==> src/rtl/dpram_burst_reader.sv <==
// Read-side burst sequencer for the dpram sample buffer: issues wrapping reads,
// absorbs the 1-cycle registered RAM latency and streams words out as valid/ready.
module dpram_burst_reader #(
    parameter int ASZ = 10,
    parameter int DSZ = 16
) (
    input  logic           clk,
    input  logic           rst_n,
    input  logic           start,
    input  logic [ASZ-1:0] base_addr,
    input  logic [ASZ:0]   len,
    output logic [ASZ-1:0] rd_addr,
    input  logic [DSZ-1:0] rd_data,
    output logic [DSZ-1:0] m_data,
    output logic           m_valid,
    input  logic           m_ready,
    output logic           m_last,
    output logic           busy,
    output logic           done
);

    typedef enum logic [1:0] {
        S_IDLE  = 2'd0,
        S_RUN   = 2'd1,
        S_DRAIN = 2'd2,
        S_DONE  = 2'd3
    } state_t;

    localparam logic [ASZ:0]   REM_ONE  = {{ASZ{1'b0}}, 1'b1};
    localparam logic [ASZ:0]   REM_ZERO = {(ASZ+1){1'b0}};
    localparam logic [ASZ-1:0] ADDR_ONE = {{(ASZ-1){1'b0}}, 1'b1};

    state_t         state_q, state_d;
    logic [ASZ-1:0] rd_addr_q, rd_addr_d;
    logic [ASZ:0]   remaining_q, remaining_d;
    logic           infl_q, infl_d;
    logic           infl_last_q, infl_last_d;
    logic [1:0]     occ_q, occ_d;
    logic [DSZ-1:0] head_data_q, head_data_d;
    logic           head_last_q, head_last_d;
    logic [DSZ-1:0] tail_data_q, tail_data_d;
    logic           tail_last_q, tail_last_d;
    logic           m_valid_q, m_valid_d;
    logic           busy_q, busy_d;
    logic           done_q, done_d;

    logic           pop_s;
    logic           push_s;
    logic           issue_s;
    logic [2:0]     level_s;

    // Next-state logic: read issue, skid-buffer update, FSM and registered outputs.
    always_comb begin
        state_d     = state_q;
        rd_addr_d   = rd_addr_q;
        remaining_d = remaining_q;
        occ_d       = occ_q;
        head_data_d = head_data_q;
        head_last_d = head_last_q;
        tail_data_d = tail_data_q;
        tail_last_d = tail_last_q;

        pop_s   = m_valid_q & m_ready;
        push_s  = infl_q;
        // Entries that will be held once this cycle's pop and the in-flight read settle.
        level_s = {1'b0, occ_q} + {2'b00, infl_q} - {2'b00, pop_s};
        issue_s = (state_q == S_RUN) && (level_s < 3'd2);

        infl_d      = issue_s;
        infl_last_d = issue_s && (remaining_q == REM_ONE);

        if (issue_s) begin
            rd_addr_d   = rd_addr_q + ADDR_ONE;
            remaining_d = remaining_q - REM_ONE;
        end else begin
            rd_addr_d   = rd_addr_q;
            remaining_d = remaining_q;
        end

        // The head entry is the output register, so it only moves on pop or fill-from-empty.
        case (occ_q)
            2'd0: begin
                if (push_s) begin
                    head_data_d = rd_data;
                    head_last_d = infl_last_q;
                    occ_d       = 2'd1;
                end else begin
                    occ_d = 2'd0;
                end
            end
            2'd1: begin
                case ({push_s, pop_s})
                    2'b11: begin
                        head_data_d = rd_data;
                        head_last_d = infl_last_q;
                    end
                    2'b10: begin
                        tail_data_d = rd_data;
                        tail_last_d = infl_last_q;
                        occ_d       = 2'd2;
                    end
                    2'b01:   occ_d = 2'd0;
                    default: occ_d = 2'd1;
                endcase
            end
            2'd2: begin
                case ({push_s, pop_s})
                    2'b11: begin
                        head_data_d = tail_data_q;
                        head_last_d = tail_last_q;
                        tail_data_d = rd_data;
                        tail_last_d = infl_last_q;
                    end
                    2'b01: begin
                        head_data_d = tail_data_q;
                        head_last_d = tail_last_q;
                        occ_d       = 2'd1;
                    end
                    default: occ_d = 2'd2;
                endcase
            end
            default: occ_d = 2'd0;
        endcase

        case (state_q)
            S_IDLE: begin
                if (start) begin
                    rd_addr_d   = base_addr;
                    remaining_d = len;
                    state_d     = (len == REM_ZERO) ? S_DONE : S_RUN;
                end else begin
                    state_d = S_IDLE;
                end
            end
            S_RUN: begin
                if (issue_s && (remaining_q == REM_ONE)) begin
                    state_d = S_DRAIN;
                end else begin
                    state_d = S_RUN;
                end
            end
            S_DRAIN: begin
                // Looking at occ_d lets done follow the final handshake by one cycle.
                if (!infl_q && (occ_d == 2'd0)) begin
                    state_d = S_DONE;
                end else begin
                    state_d = S_DRAIN;
                end
            end
            S_DONE:  state_d = S_IDLE;
            default: state_d = S_IDLE;
        endcase

        m_valid_d = (occ_d != 2'd0);
        busy_d    = (state_d != S_IDLE);
        done_d    = (state_d == S_DONE);
    end

    // State and output registers with synchronous active-low reset.
    always_ff @(posedge clk) begin
        if (!rst_n) begin
            state_q     <= S_IDLE;
            rd_addr_q   <= {ASZ{1'b0}};
            remaining_q <= {(ASZ+1){1'b0}};
            infl_q      <= 1'b0;
            infl_last_q <= 1'b0;
            occ_q       <= 2'd0;
            head_data_q <= {DSZ{1'b0}};
            head_last_q <= 1'b0;
            tail_data_q <= {DSZ{1'b0}};
            tail_last_q <= 1'b0;
            m_valid_q   <= 1'b0;
            busy_q      <= 1'b0;
            done_q      <= 1'b0;
        end else begin
            state_q     <= state_d;
            rd_addr_q   <= rd_addr_d;
            remaining_q <= remaining_d;
            infl_q      <= infl_d;
            infl_last_q <= infl_last_d;
            occ_q       <= occ_d;
            head_data_q <= head_data_d;
            head_last_q <= head_last_d;
            tail_data_q <= tail_data_d;
            tail_last_q <= tail_last_d;
            m_valid_q   <= m_valid_d;
            busy_q      <= busy_d;
            done_q      <= done_d;
        end
    end

    assign rd_addr = rd_addr_q;
    assign m_data  = head_data_q;
    assign m_last  = head_last_q;
    assign m_valid = m_valid_q;
    assign busy    = busy_q;
    assign done    = done_q;

    skid_no_overflow: assert property (@(posedge clk) disable iff (!rst_n)
        !(push_s && !pop_s && (occ_q == 2'd2)));

endmodule
==> config.mk <==
export PLATFORM = sky130hd
export DESIGN_NAME = dpram_burst_reader
export DESIGN_NICKNAME = d
export VERILOG_FILES = /design/src/rtl/dpram_burst_reader.sv
export SDC_FILE = /design/constraint.sdc
export NUM_CORES = 1
export LEC_CHECK = 0
export CAP_MARGIN = 25
export CORE_ASPECT_RATIO = 1.25
export CORE_MARGIN = 10
export CORE_UTILIZATION = 30
export DETAILED_ROUTE_END_ITERATION = 12
export MAX_ROUTING_LAYER = met4
export SYNTH_ARGS = -nofsm -noshare
export SYNTH_HDL_FRONTEND = slang
export SYNTH_SLANG_ARGS = --single-unit
export TNS_END_PERCENT = 100
==> constraint.sdc <==
create_clock -name clk -period 4.8 [get_ports clk]
set_clock_uncertainty 0.05 [all_clocks]
set_input_delay 0.48 -clock clk [delete_from_list [all_inputs] [get_ports clk]]
set_output_delay 0.48 -clock clk [all_outputs]
set_load 0.005 [all_outputs]
# Yosys cells after proc, flatten, opt, wreduce, memory -nomap -nowiden
# Cells that the tools add are included.
[op_classes]
n_mux = 27
eq_ne = 15
reduce_logical = 15
bitwise = 1
addsub = 4
n_lt_le_gt_ge = 1
[op_table]
columns = ["operator", "n"]
rows = [
  ["16-bit two-way mux", 4],
  ["16-bit one-hot mux with 3 select lines", 1],
  ["11-bit two-way mux", 3],
  ["16-bit one-hot mux with 2 select lines", 1],
  ["10-bit two-way mux", 3],
  ["2-bit equality test, second input constant", 6],
  ["2-bit one-hot mux with 3 select lines", 2],
  ["11-bit by 1-bit equality test with 1-bit output, second input constant", 1],
  ["11-bit zero test", 1],
  ["11-bit by 1-bit subtractor with 11-bit output, second input constant", 1],
  ["10-bit by 1-bit adder with 10-bit output, second input constant", 1],
  ["2-bit != test, second input constant", 5],
  ["2-bit one-hot mux with 4 select lines", 1],
  ["2-bit by 1-bit equality test with 1-bit output, second input constant", 3],
  ["2-bit zero test", 3],
  ["1-bit two-way mux", 6],
  ["2-bit two-way mux", 3],
  ["2-bit nonzero test", 3],
  ["2-bit one-hot mux with 2 select lines", 1],
  ["4-bit AND reduction", 1],
  ["2-bit by 1-bit adder with 3-bit output", 1],
  ["1-bit logical AND", 3],
  ["3-bit by 2-bit < comparator with 1-bit output, second input constant", 1],
  ["1-bit one-hot mux with 3 select lines", 1],
  ["other kinds (7)", 7],
]
[word_totals]
output_inout_bits = 30
elab_cells = 76
ff_bits = 64

# Logic depth before layout (Yosys ltp)
# Gate-level depths: netlist of run 1.
[logic_depth]
word_depth = 9
ltp_mapped = 9

# Least setup slack after synthesis of run 1
# No wires, ideal clock.
[synth_path]
kind = "input to register"
startpoint = "in m_ready"
endpoint = "reg rd_addr_q[7] (netlist: rd_addr[7])"
setup_time_ns = 0.074
setup_slack_ns = 1.922
t_required_ns = 4.676
path_stages = 9
arrival_ns = 2.754
cell_sequence = "nand2_1 inv_1 ha_1 nand2b_1 fa_1 xor2_4 or3_1 or4_1 a31oi_1"
[synth_between]
elab_chain_cells = 7
[synth_lines]
columns = ["item", "line", "source"]
rows = [
  ["from (decl)", "16", "input logic m_ready,"],
  ["1-bit AND (*)", "63", "pop_s = m_valid_q & m_ready;"],
  ["3-bit by 1-bit subtractor with 3-bit output (*)", "66", "level_s = {1'b0, occ_q} + {2'b00, infl_q} - {2'b00, pop_s};"],
  ["3-bit by 2-bit < comparator with 1-bit output (*)", "67", "issue_s = (state_q == S_RUN) && (level_s < 3'd2);"],
  ["1-bit logical AND (*)", "67", ""],
  ["10-bit two-way mux (*)", "72", "if (issue_s) begin"],
  ["10-bit two-way mux", "127", "if (start) begin"],
  ["10-bit two-way mux (*)", "125", "case (state_q)"],
  ["to (signal assigned)", "163", "rd_addr_q <= {ASZ{1'b0}};"],
  ["to (signal assigned)", "177", "rd_addr_q <= rd_addr_d;"],
  ["to (decl)", "34", "logic [ASZ-1:0] rd_addr_q, rd_addr_d;"],
]
# Every way passes the cells marked *; elsewhere a longest branch is shown, timed or not.
# A chain may end at the register's enable or synchronous reset.

# Worst setup path after layout of run 1
# Same ends and word-level chain as after synthesis.

==> metrics.txt, run 1 <==
FF+latch count, synth 64; via count 2734; full die area 0.01501 sq mm; synth top area cells dfxtp_1, mux2i_1, a211oi_1, o21a_1, a21boi_0; async set-reset flop share out of synthesis 0; hold_sp m_data[9]$_SDFFE_PN0P_; GR Overflow Total 0; R2R Setup Slk 1.86 ns; RSZ-0062 raised after global routing no; initial core utilization 0.3098; VDD IR max 186.8 uV; Final Instance Area 0.004248 sq mm; RR Endpoint rd_addr[7]$_SDFF_PN0_; Synth top cells by count dfxtp_1, nor2_1, a211oi_1; first-pass GRT wire length 13.30 mm; number of global-route vias before repair 2684; WS Path Type in -> reg; beginning of the worst register-to-register path m_valid$_SDFF_PN0_; count of input and output buffers 70; Hold Path Class reg -> reg; CTS Root Cell clkbuf_16; ys flop type dfxtp_1; core area 0.01016 sq mm; GRT Util Overall 0.1098; CTS tree built; Hold Path Cell Cnt 2; final net count 452; Clock Sink Count 64; CP endpoint kind flip-flop; post-synthesis cell area 0.003147 sq mm; drt drc 0; switching power 0.4116 mW; CP Max Fanout 10; Max clock buf depth 2; Post-Syn Nets 390; Fmax 0.3104 GHz; final setup fails 0; Worst-path clk slew 0.05 ns; startpoint types input pin; Leak 1.649 nW; Syn-to-layout area delta 34.99%; Post-CTS Resized 0; total power 1.563 mW; synth unique cells 50; placed cell area 0.003945 sq mm; run status complete, no violations; via-per-instance ratio 5.072; initial antenna violation count 0; number of antenna diodes 0; DRT iter0 DRCs 92; Final Max Slew Viols 0; data arrival time of the worst path 3.43 ns; Post-DP HPWL 5.498 mm; Worst Path Required 5.00 ns; Syn Inst Count 344; CTS H-tree lvls 3; # rows 41; Routed WL 7.949 mm; top-count cell post-synth dfxtp_1; Synth top area share 0.4072; final core utilization 0.4182; P per Cell Area 367.8 mW/mm^2; Seq/Total Area, Yosys 0.4072; Hold Path End m_data[9]$_SDFFE_PN0P_; Final Hold Viols 0; GPL Wtd Cong 0.7704; max-cap viol count 0; die width 111.6 microns; Boundary Pins 71; Routed wire per std cell 14.75 microns; Worst-Margin Slew 0.9255 ns; Avg Cell Area, Syn 9.148 sq um; EDFF count, synth 0; CTS Hold Bufs 0; Synth Warn # 0; Final ANT Viol Nets 0; First-pass DRT Iterations 4; combinational share of power 0.198; Final TNS setup 0 ns; Tcrit/Tclk final 0.6713; clk_lat worst skew 0.32 ns; relative slew slack 0.3823; Period minus WS final 3.222 ns; Worst R2R Path Depth 9; pin count of the biggest net entering global routing 43; clock power share 0.403; Synth area leader dfxtp_1; final-layout fill cell count 999; switching share of power 0.2634; internal power 1.151 mW; Num CTS Buffers 9; layout cells sized above 1 0.06829; DIE HEIGHT 134.5 microns; Reg power frac 0.398; setup bufs post-CTS 0
layout make-up:
class | instances | area [sq um] | share of cell area
clock buffers | 11 | 242.7 | 0.05714
clock inverters | 4 | 45.04 | 0.01060
inverters | 6 | 22.52 | 0.005302
multi-input cells | 250 | 1749 | 0.4118
flip-flops and latches | 64 | 1281 | 0.3016
well taps | 129 | 161.4 | 0.03800
repair buffers | 75 | 745.7 | 0.1756
critical path, stage by stage:
cell             delay, ns
clkdlybuf4s50_1       0.53
nand2_1               0.13
inv_1                 0.08
ha_1                  0.21
nand2b_1              0.16
fa_1                  0.49
xor2_4                0.26
or3_1                 0.42
or4_1                 0.51
a31oi_1               0.16
power groups by stage:
stage	logic (mW)	registers (mW)	clock network (mW)
3_3_place_gp	0.305	0.631	0
6_report	0.310	0.623	0.630
3_5_place_dp	0.309	0.633	0
4_1_cts	0.311	0.622	0.649
5_1_grt	0.348	0.630	0.673
2_1_floorplan	0.178	0.627	0
kinds of logic after synthesis:
kind of cell | Yosys count | share of synthesized area
AO/OA/AOI/OAI | 106 | 0.2354
XOR/XNOR | 15 | 0.04771
multiplexers | 18 | 0.05726
flip-flops | 64 | 0.4072
adder cells (fa/ha/maj) | 5 | 0.02227
buffers and inverters | 30 | 0.03896
AND/OR/NAND/NOR | 106 | 0.1913
how the worst max path moves through the flow:
stage | depth (start not counted) | slack [ns] | endpoint | startpoint
after floorplan | 9 | 1.92 | rd_addr[7]$_SDFF_PN0_ | m_ready
after global placement | 10 | 1.30 | rd_addr[7]$_SDFF_PN0_ | m_ready
after detailed placement | 10 | 1.24 | rd_addr[7]$_SDFF_PN0_ | m_ready
after CTS | 10 | 1.59 | rd_addr[7]$_SDFF_PN0_ | m_ready
after global routing | 10 | 1.37 | remaining_q[7]$_SDFF_PN0_ | m_ready
final | 10 | 1.58 | rd_addr[7]$_SDFF_PN0_ | m_ready
layer usage:
layer  share of wire  vias to the layer above  global-route usage
li1                -                     1403                   -
met1            0.47                     1249              0.1263
met2            0.46                       71              0.1706
met3           0.050                       11             0.03546
met4           0.018                        0             0.05150
met5               0                        -                   -
through the flow:
stage               std cells  hold WS (ns)  setup WS [ns]
floorplan                 344        0.4143          1.922
global placement          523        0.4348          1.303
detailed placement        523        0.4423          1.239
CTS                       538        0.4494          1.589
global route              539        0.4695          1.375
finish                    539        0.4470          1.578
registers in the layout, indices dropped and copies added (netlist names):
signal       count
busy             1
done             1
infl_last_q      1
infl_q           1
m_data          16
m_last           1
m_valid          1
occ_q            2
rd_addr         10
remaining_q     11
state_q          2
tail_data_q     16
tail_last_q      1
cell usage in the layout (no fill, tap or decap), types with 2 or more instances in the layout:
cell type / count
nand2b_1: 5
nand2_1: 6
nor2_1: 32
inv_1: 6
nor3b_1: 2
dfxtp_1: 64
nand4_1: 3
or3_1: 4
clkdlybuf4s50_1: 70
a21boi_0: 18
a21oi_1: 10
mux2i_1: 18
nand3_1: 7
or4_1: 5
and2_1: 3
o21ai_0: 15
xor2_1: 4
a211oi_1: 23
o31ai_1: 4
nor4_1: 5
ha_1: 4
o22ai_2: 2
a31oi_1: 6
o31a_1: 2
buf_4: 4
o21a_1: 19
and3_1: 17
xnor2_1: 10
nor3_1: 4
nor4b_1: 3
clkbuf_16: 9
nand4b_1: 2
clkinv_2: 3
No activity file was read; power rests on OpenSTA's default activity.
==> run 2, diff against run 1 <==
clock period = 3.3 ns   (was 4.8 ns; I/O delays follow)
==> run 2 against run 1 <==
Compared with the run above:
- flip-flop and latch count did not move
- critical path type unchanged
- clock power rose by 68%
- critical endpoint unchanged
- first-iteration DRC count shrank 25%
- largest power group unchanged
==> metrics.txt, run 2 (synthesis gave the netlist of run 1 again) <==
Max clock buf depth 2 (unchanged); relative slew slack 0.3887 (+0.006349); count of input and output buffers 70 (unchanged); Post-CTS Resized 0 (unchanged); CTS Hold Bufs 0 (unchanged); Fmax 0.3320 GHz; beginning of the worst register-to-register path m_valid$_SDFF_PN0_; clk_lat worst skew 0.33 ns (about the same); Tcrit/Tclk final 0.9127; commonest non-fill, non-tap cell in the layout clkdlybuf4s50_1; RSZ-0062 raised after global routing no; GR Overflow Total 0 (unchanged); Hold Path Class reg -> reg; final net count 457 (+1.1%); placed cells 529 (+1.1%); Hold Path Cell Cnt 2 (unchanged); First-pass DRT Iterations 4 (unchanged); switching power 0.6096 mW (+48%); R2R Setup Slk 0.45 ns (-1.41 ns); Routed WL 7.865 mm (-1.1%); CTS Root Cell clkbuf_16; RR Endpoint rd_addr[7]$_SDFF_PN0_; FF+latch area 0.001281 sq mm (unchanged); Post-DP HPWL 5.520 mm (+0.39%); initial antenna violation count 0 (unchanged); final setup fails 0 (unchanged); core area 0.01016 sq mm (unchanged); switching share of power 0.2522 (-0.01127); drt drc 0 (unchanged); pin count of the biggest net entering global routing 43 (unchanged); number of global-route vias before repair 2724 (+1.5%); data arrival time of the worst path 3.22 ns (-0.21 ns); setup ws final 0.2882 ns (-1.290 ns); via count 2759 (+0.91%); first-pass GRT wire length 13.19 mm (-0.78%); Num CTS Buffers 9 (unchanged); setup bufs post-CTS 0 (unchanged); Multi-input gate area 0.001749 sq mm (unchanged); Period minus WS final 3.012 ns; most frequent cells in the layout clkdlybuf4s50_1, dfxtp_1, nor2_1, a211oi_1, o21a_1; GRT Util Overall 0.1081 (-0.001684); CTS H-tree lvls 3 (unchanged); Syn-to-layout area delta 37.42%; Final Max Slew Viols 0 (unchanged); combinational share of power 0.189 (-0.009); internal power 1.808 mW (+57%); final-layout fill cell count 1019 (+2.0%); number of antenna diodes 0 (unchanged); die width 111.6 microns (unchanged); layout cells sized above 1 0.07933 (+0.01103); run status complete, no violations; hold_sp m_data[14]$_SDFFE_PN0P_; Cell Count, Final, Fillers Out 545 (+1.1%); CP Max Fanout 5 (-5); dpl ws -0.02747 ns (-1.266 ns); DRT iter0 DRCs 69 (-25%); DIE HEIGHT 134.5 microns (unchanged); max-cap viol count 0 (unchanged); VDD IR max 294.4 uV (+58%); Reg power frac 0.374 (-0.024); Worst Hold Margin 0.4441 ns (-0.002904 ns); Final ANT Viol Nets 0 (unchanged); final core utilization 0.4257 (+0.007515); Routed wire per std cell 14.43 microns (-2.1%); CP endpoint kind flip-flop; CTS tree built; Leak 1.688 nW (+2.3%); full die area 0.01501 sq mm (unchanged); P per Cell Area 559.0 mW/mm^2 (+52%); clock power share 0.437 (+0.034); initial core utilization 0.3098 (unchanged); Boundary Pins 71 (unchanged); startpoint types input pin; Worst Path Required 3.51 ns (-1.49 ns); Worst-Margin Slew 0.9160 ns (-0.009514 ns); Worst-path clk slew 0.05 ns (about the same); WS Path Type in -> reg; Final Hold Viols 0 (unchanged); Worst R2R Path Depth 9 (unchanged); via-per-instance ratio 5.062 (-0.20%); Hold Path End m_data[14]$_SDFFE_PN0P_; GPL Wtd Cong 0.7675 (-0.38%); Final TNS setup 0 ns (unchanged); # rows 41 (unchanged); Clock Sink Count 64 (unchanged)
-- run 2: cell types whose count changed in the layout (fill, tap and decap cells not counted), sizes merged --
| cell | change |
|---|---|
| clkbuf | +3 |
| buf | +5 |
| bufinv | +1 |
| clkinv | -3 |
-- run 2: worst max-delay path: stages --
cell             delay [ns]
clkdlybuf4s50_1        0.57
nand2_1                0.10
inv_1                  0.07
ha_1                   0.21
nand2b_1               0.16
fa_1                   0.48
xor2_4                 0.22
or3_1                  0.40
or4_1                  0.51
a31oi_1                0.16
-- run 2: per-stage QoR --
step	instance area [sq um]	power, mW
final	4324	2.417
after global routing	4324	2.549
after CTS	4324	2.459
after detailed placement	3990	1.383
after global placement	3990	1.375
after floorplan	3147	1.170
-- run 2: how the worst max path moves through the flow --
stage	from	end	slack [ns]	cells after the start
floorplan	m_valid$_SDFF_PN0_	rd_addr[7]$_SDFF_PN0_	0.53	9
global placement	m_ready	rd_addr[7]$_SDFF_PN0_	0.006	10
detailed placement	m_ready	rd_addr[7]$_SDFF_PN0_	-0.03	10
CTS	m_ready	rd_addr[7]$_SDFF_PN0_	0.30	10
global route	m_ready	rd_addr[7]$_SDFF_PN0_	0.13	10
finish	m_ready	rd_addr[7]$_SDFF_PN0_	0.29	10
-- run 2: area by class of cell --
class	count	area share
Timing Repair Buffer	80	0.1794
Tap cell	129	0.03733
Inverter	6	0.005208
Multi-Input combinational cell	250	0.4045
Clock buffer	14	0.06337
Clock inverter	2	0.01389
Sequential cell	64	0.2963
-- run 2: power by group through the flow --
stage / Sequential (mW) / Clock, mW / Combinational [mW]
CTS: 0.905 / 1.09 / 0.464
detailed placement: 0.921 / 0 / 0.462
global placement: 0.918 / 0 / 0.457
finish: 0.905 / 1.06 / 0.456
global route: 0.917 / 1.12 / 0.511
floorplan: 0.911 / 0 / 0.259
-- run 2: per-layer routing --
layer,global-route usage,wire (microns),up-vias
li1,-,-,1408
met1,0.1263,3846,1276
met2,0.1660,3514,60
met3,0.03147,346,15
met4,0.05508,157,0
met5,-,0,-
==> run 3, diff against run 2 <==
SKIP_CTS_REPAIR_TIMING = 1   (was default)
clock period = 2.9 ns   (was 3.3 ns; I/O delays follow)
==> run 3 against run 2 <==
Compared with the run above:
- via count is 0.33% higher
- final area is 0.14% higher
- flip-flop and latch count stayed put
- register-to-register slack worse by 0.26 ns
- non-clock buffer count is 9 higher
- highest routed layer unchanged
- critical path type is now reg -> reg
- die area stayed put
- global-route usage is 0.29 points higher
- sequential power is 14% higher
==> metrics.txt, run 3 (synthesis gave the netlist of run 1 again) <==
run status complete, no violations; GRT Util Overall 0.1110 (+0.002885); # rows 41 (unchanged); Final Instance Area 0.004330 sq mm (+0.14%); GPL Wtd Cong 0.7857 (+2.4%); DIE HEIGHT 134.5 microns (unchanged); first-pass GRT wire length 13.68 mm (+3.7%); DRT iter0 DRCs 65 (-5.8%); VDD IR max 254.6 uV (-14%); most frequent cells in the layout clkdlybuf4s50_1, dfxtp_1, nor2_1, a211oi_1; Tcrit/Tclk final 0.9346; CTS tree built; placed cell area 0.004058 sq mm (+1.7%); Worst Path Required 3.10 ns (-0.41 ns); Critical Path Stages 10 (unchanged); Buf/Inv on CP 2 (unchanged); layout cells sized above 1 0.09882 (+0.01950); Hold Path Class reg -> reg; startpoint types flip-flop; final-layout fill cell count 1017 (-0.20%); full die area 0.01501 sq mm (unchanged); setup ws final 0.1896 ns (-0.09855 ns); CTS Root Cell clkbuf_16; P per Cell Area 586.9 mW/mm^2 (+5.0%); dpl ws -0.3760 ns (-0.3485 ns); Syn-to-layout area delta 37.61%; Max clock buf depth 2 (unchanged); die width 111.6 microns (unchanged); CTS H-tree lvls 3 (unchanged); drt drc 0 (unchanged); Crit-path slowest cell fa_2; Leak 1.706 nW (+1.1%); cell family with most CP delay simple AND/OR/NAND/NOR gates; Worst R2R Path Depth 10 (+1); final setup fails 0 (unchanged); Fmax 0.3690 GHz; Final Max Slew Viols 0 (unchanged); initial core utilization 0.3098 (unchanged); core area 0.01016 sq mm (unchanged); initial antenna violation count 0 (unchanged); critical path's largest stage delay 0.56 ns (about the same); Routed wire per std cell 14.25 microns (-1.3%); final core utilization 0.4263 (+0.0006160); pin count of the biggest net entering global routing 43 (unchanged); commonest non-fill, non-tap cell in the layout clkdlybuf4s50_1; Num CTS Buffers 9 (unchanged); WS Path Type reg -> reg; max-cap viol count 0 (unchanged); Worst-Margin Slew 0.8676 ns (-0.04831 ns); RSZ-0062 raised after global routing no; Worst-path clk slew 0.05 ns (about the same); Hold Path Cell Cnt 2 (unchanged); via count 2768 (+0.33%); number of global-route vias before repair 2798 (+2.7%); clk_lat worst skew 0.32 ns (about the same); data arrival time of the worst path 2.91 ns (-0.31 ns); Multi-input gate area 0.001752 sq mm (+0.14%); Final Hold Viols 0 (unchanged); Clock Sink Count 64 (unchanged); CP Max Fanout 4 (-1); Routed WL 7.893 mm (+0.36%); worst path cell trace nand2_1 -> inv_1 -> ha_1 -> nand2b_1 -> fa_2 -> buf_4 -> and4bb_2 -> nand3_1 -> or4_1 -> a31oi_1; GR Overflow Total 0 (unchanged); number of antenna diodes 0 (unchanged); Worst Hold Margin 0.4450 ns (+0.0009170 ns); via-per-instance ratio 4.996 (-1.3%); final net count 466 (+2.0%); count of input and output buffers 70 (unchanged); Final ANT Viol Nets 0 (unchanged); CP endpoint kind flip-flop; Period minus WS final 2.710 ns; FF+latch area 0.001281 sq mm (unchanged); Post-DP HPWL 5.630 mm (+2.0%); relative slew slack 0.4209 (+0.03224); First-pass DRT Iterations 4 (unchanged); Boundary Pins 71 (unchanged)
run 3: changes by cell type in the layout (fill, tap and decap cells not counted), sizes merged:
cell / before / now
clkdlybuf4s50: 70 / 69
clkbuf: 14 / 13
buf: 10 / 19
clkinvlp: 0 / 1
bufinv: 2 / 0
dlymetal6s2s: 0 / 1
clkinv: 0 / 2
run 3: layout make-up:
class,count,share of cell area
multi-input combinational,250,0.4045
sequential,64,0.2959
timing repair buffer,89,0.1953
clock buffer,13,0.05779
tap,129,0.03727
inverter,6,0.005201
clock inverter,3,0.004045
run 3: routing by layer:
metal | wire (microns) | GRT usage
met1 | 3879 | 0.1366
met3 | 329 | 0.02704
met4 | 117 | 0.05150
met5 | 0 | -
met2 | 3566 | 0.1680
run 3: final timing paths:
| kind | end | slack [ns] | from |
|---|---|---|---|
| max | remaining_q[7]$_SDFF_PN0_ | 0.19 | m_valid$_SDFF_PN0_ |
| min | m_data[7]$_SDFFE_PN0P_ | 0.45 | m_data[7]$_SDFFE_PN0P_ |
| max reg2reg | remaining_q[7]$_SDFF_PN0_ | 0.19 | m_valid$_SDFF_PN0_ |
| min reg2reg | m_data[7]$_SDFFE_PN0P_ | 0.45 | m_data[7]$_SDFFE_PN0P_ |
run 3: tightest hold or removal path, cell delays in order, from the launching register on:
cell      delay (ns)
dfxtp_1         0.30
nor2_1          0.09
a211oi_1        0.05
run 3: through the flow:
step	std cells	TNS (ns)	total power, mW
floorplan	344	0	1.332
global placement	538	-3.161	1.586
detailed placement	538	-4.324	1.597
CTS	554	-0.05975	2.574
global route	554	0	2.685
finish	554	0	2.541
run 3: power breakdown:
part | internal [mW] | leakage, nW | total (mW) | switching (mW)
Combinational | 0.293 | 1.05 | 0.548 | 0.255
Clock | 0.599 | 0.130 | 0.966 | 0.367
Sequential | 0.960 | 0.524 | 1.03 | 0.0675
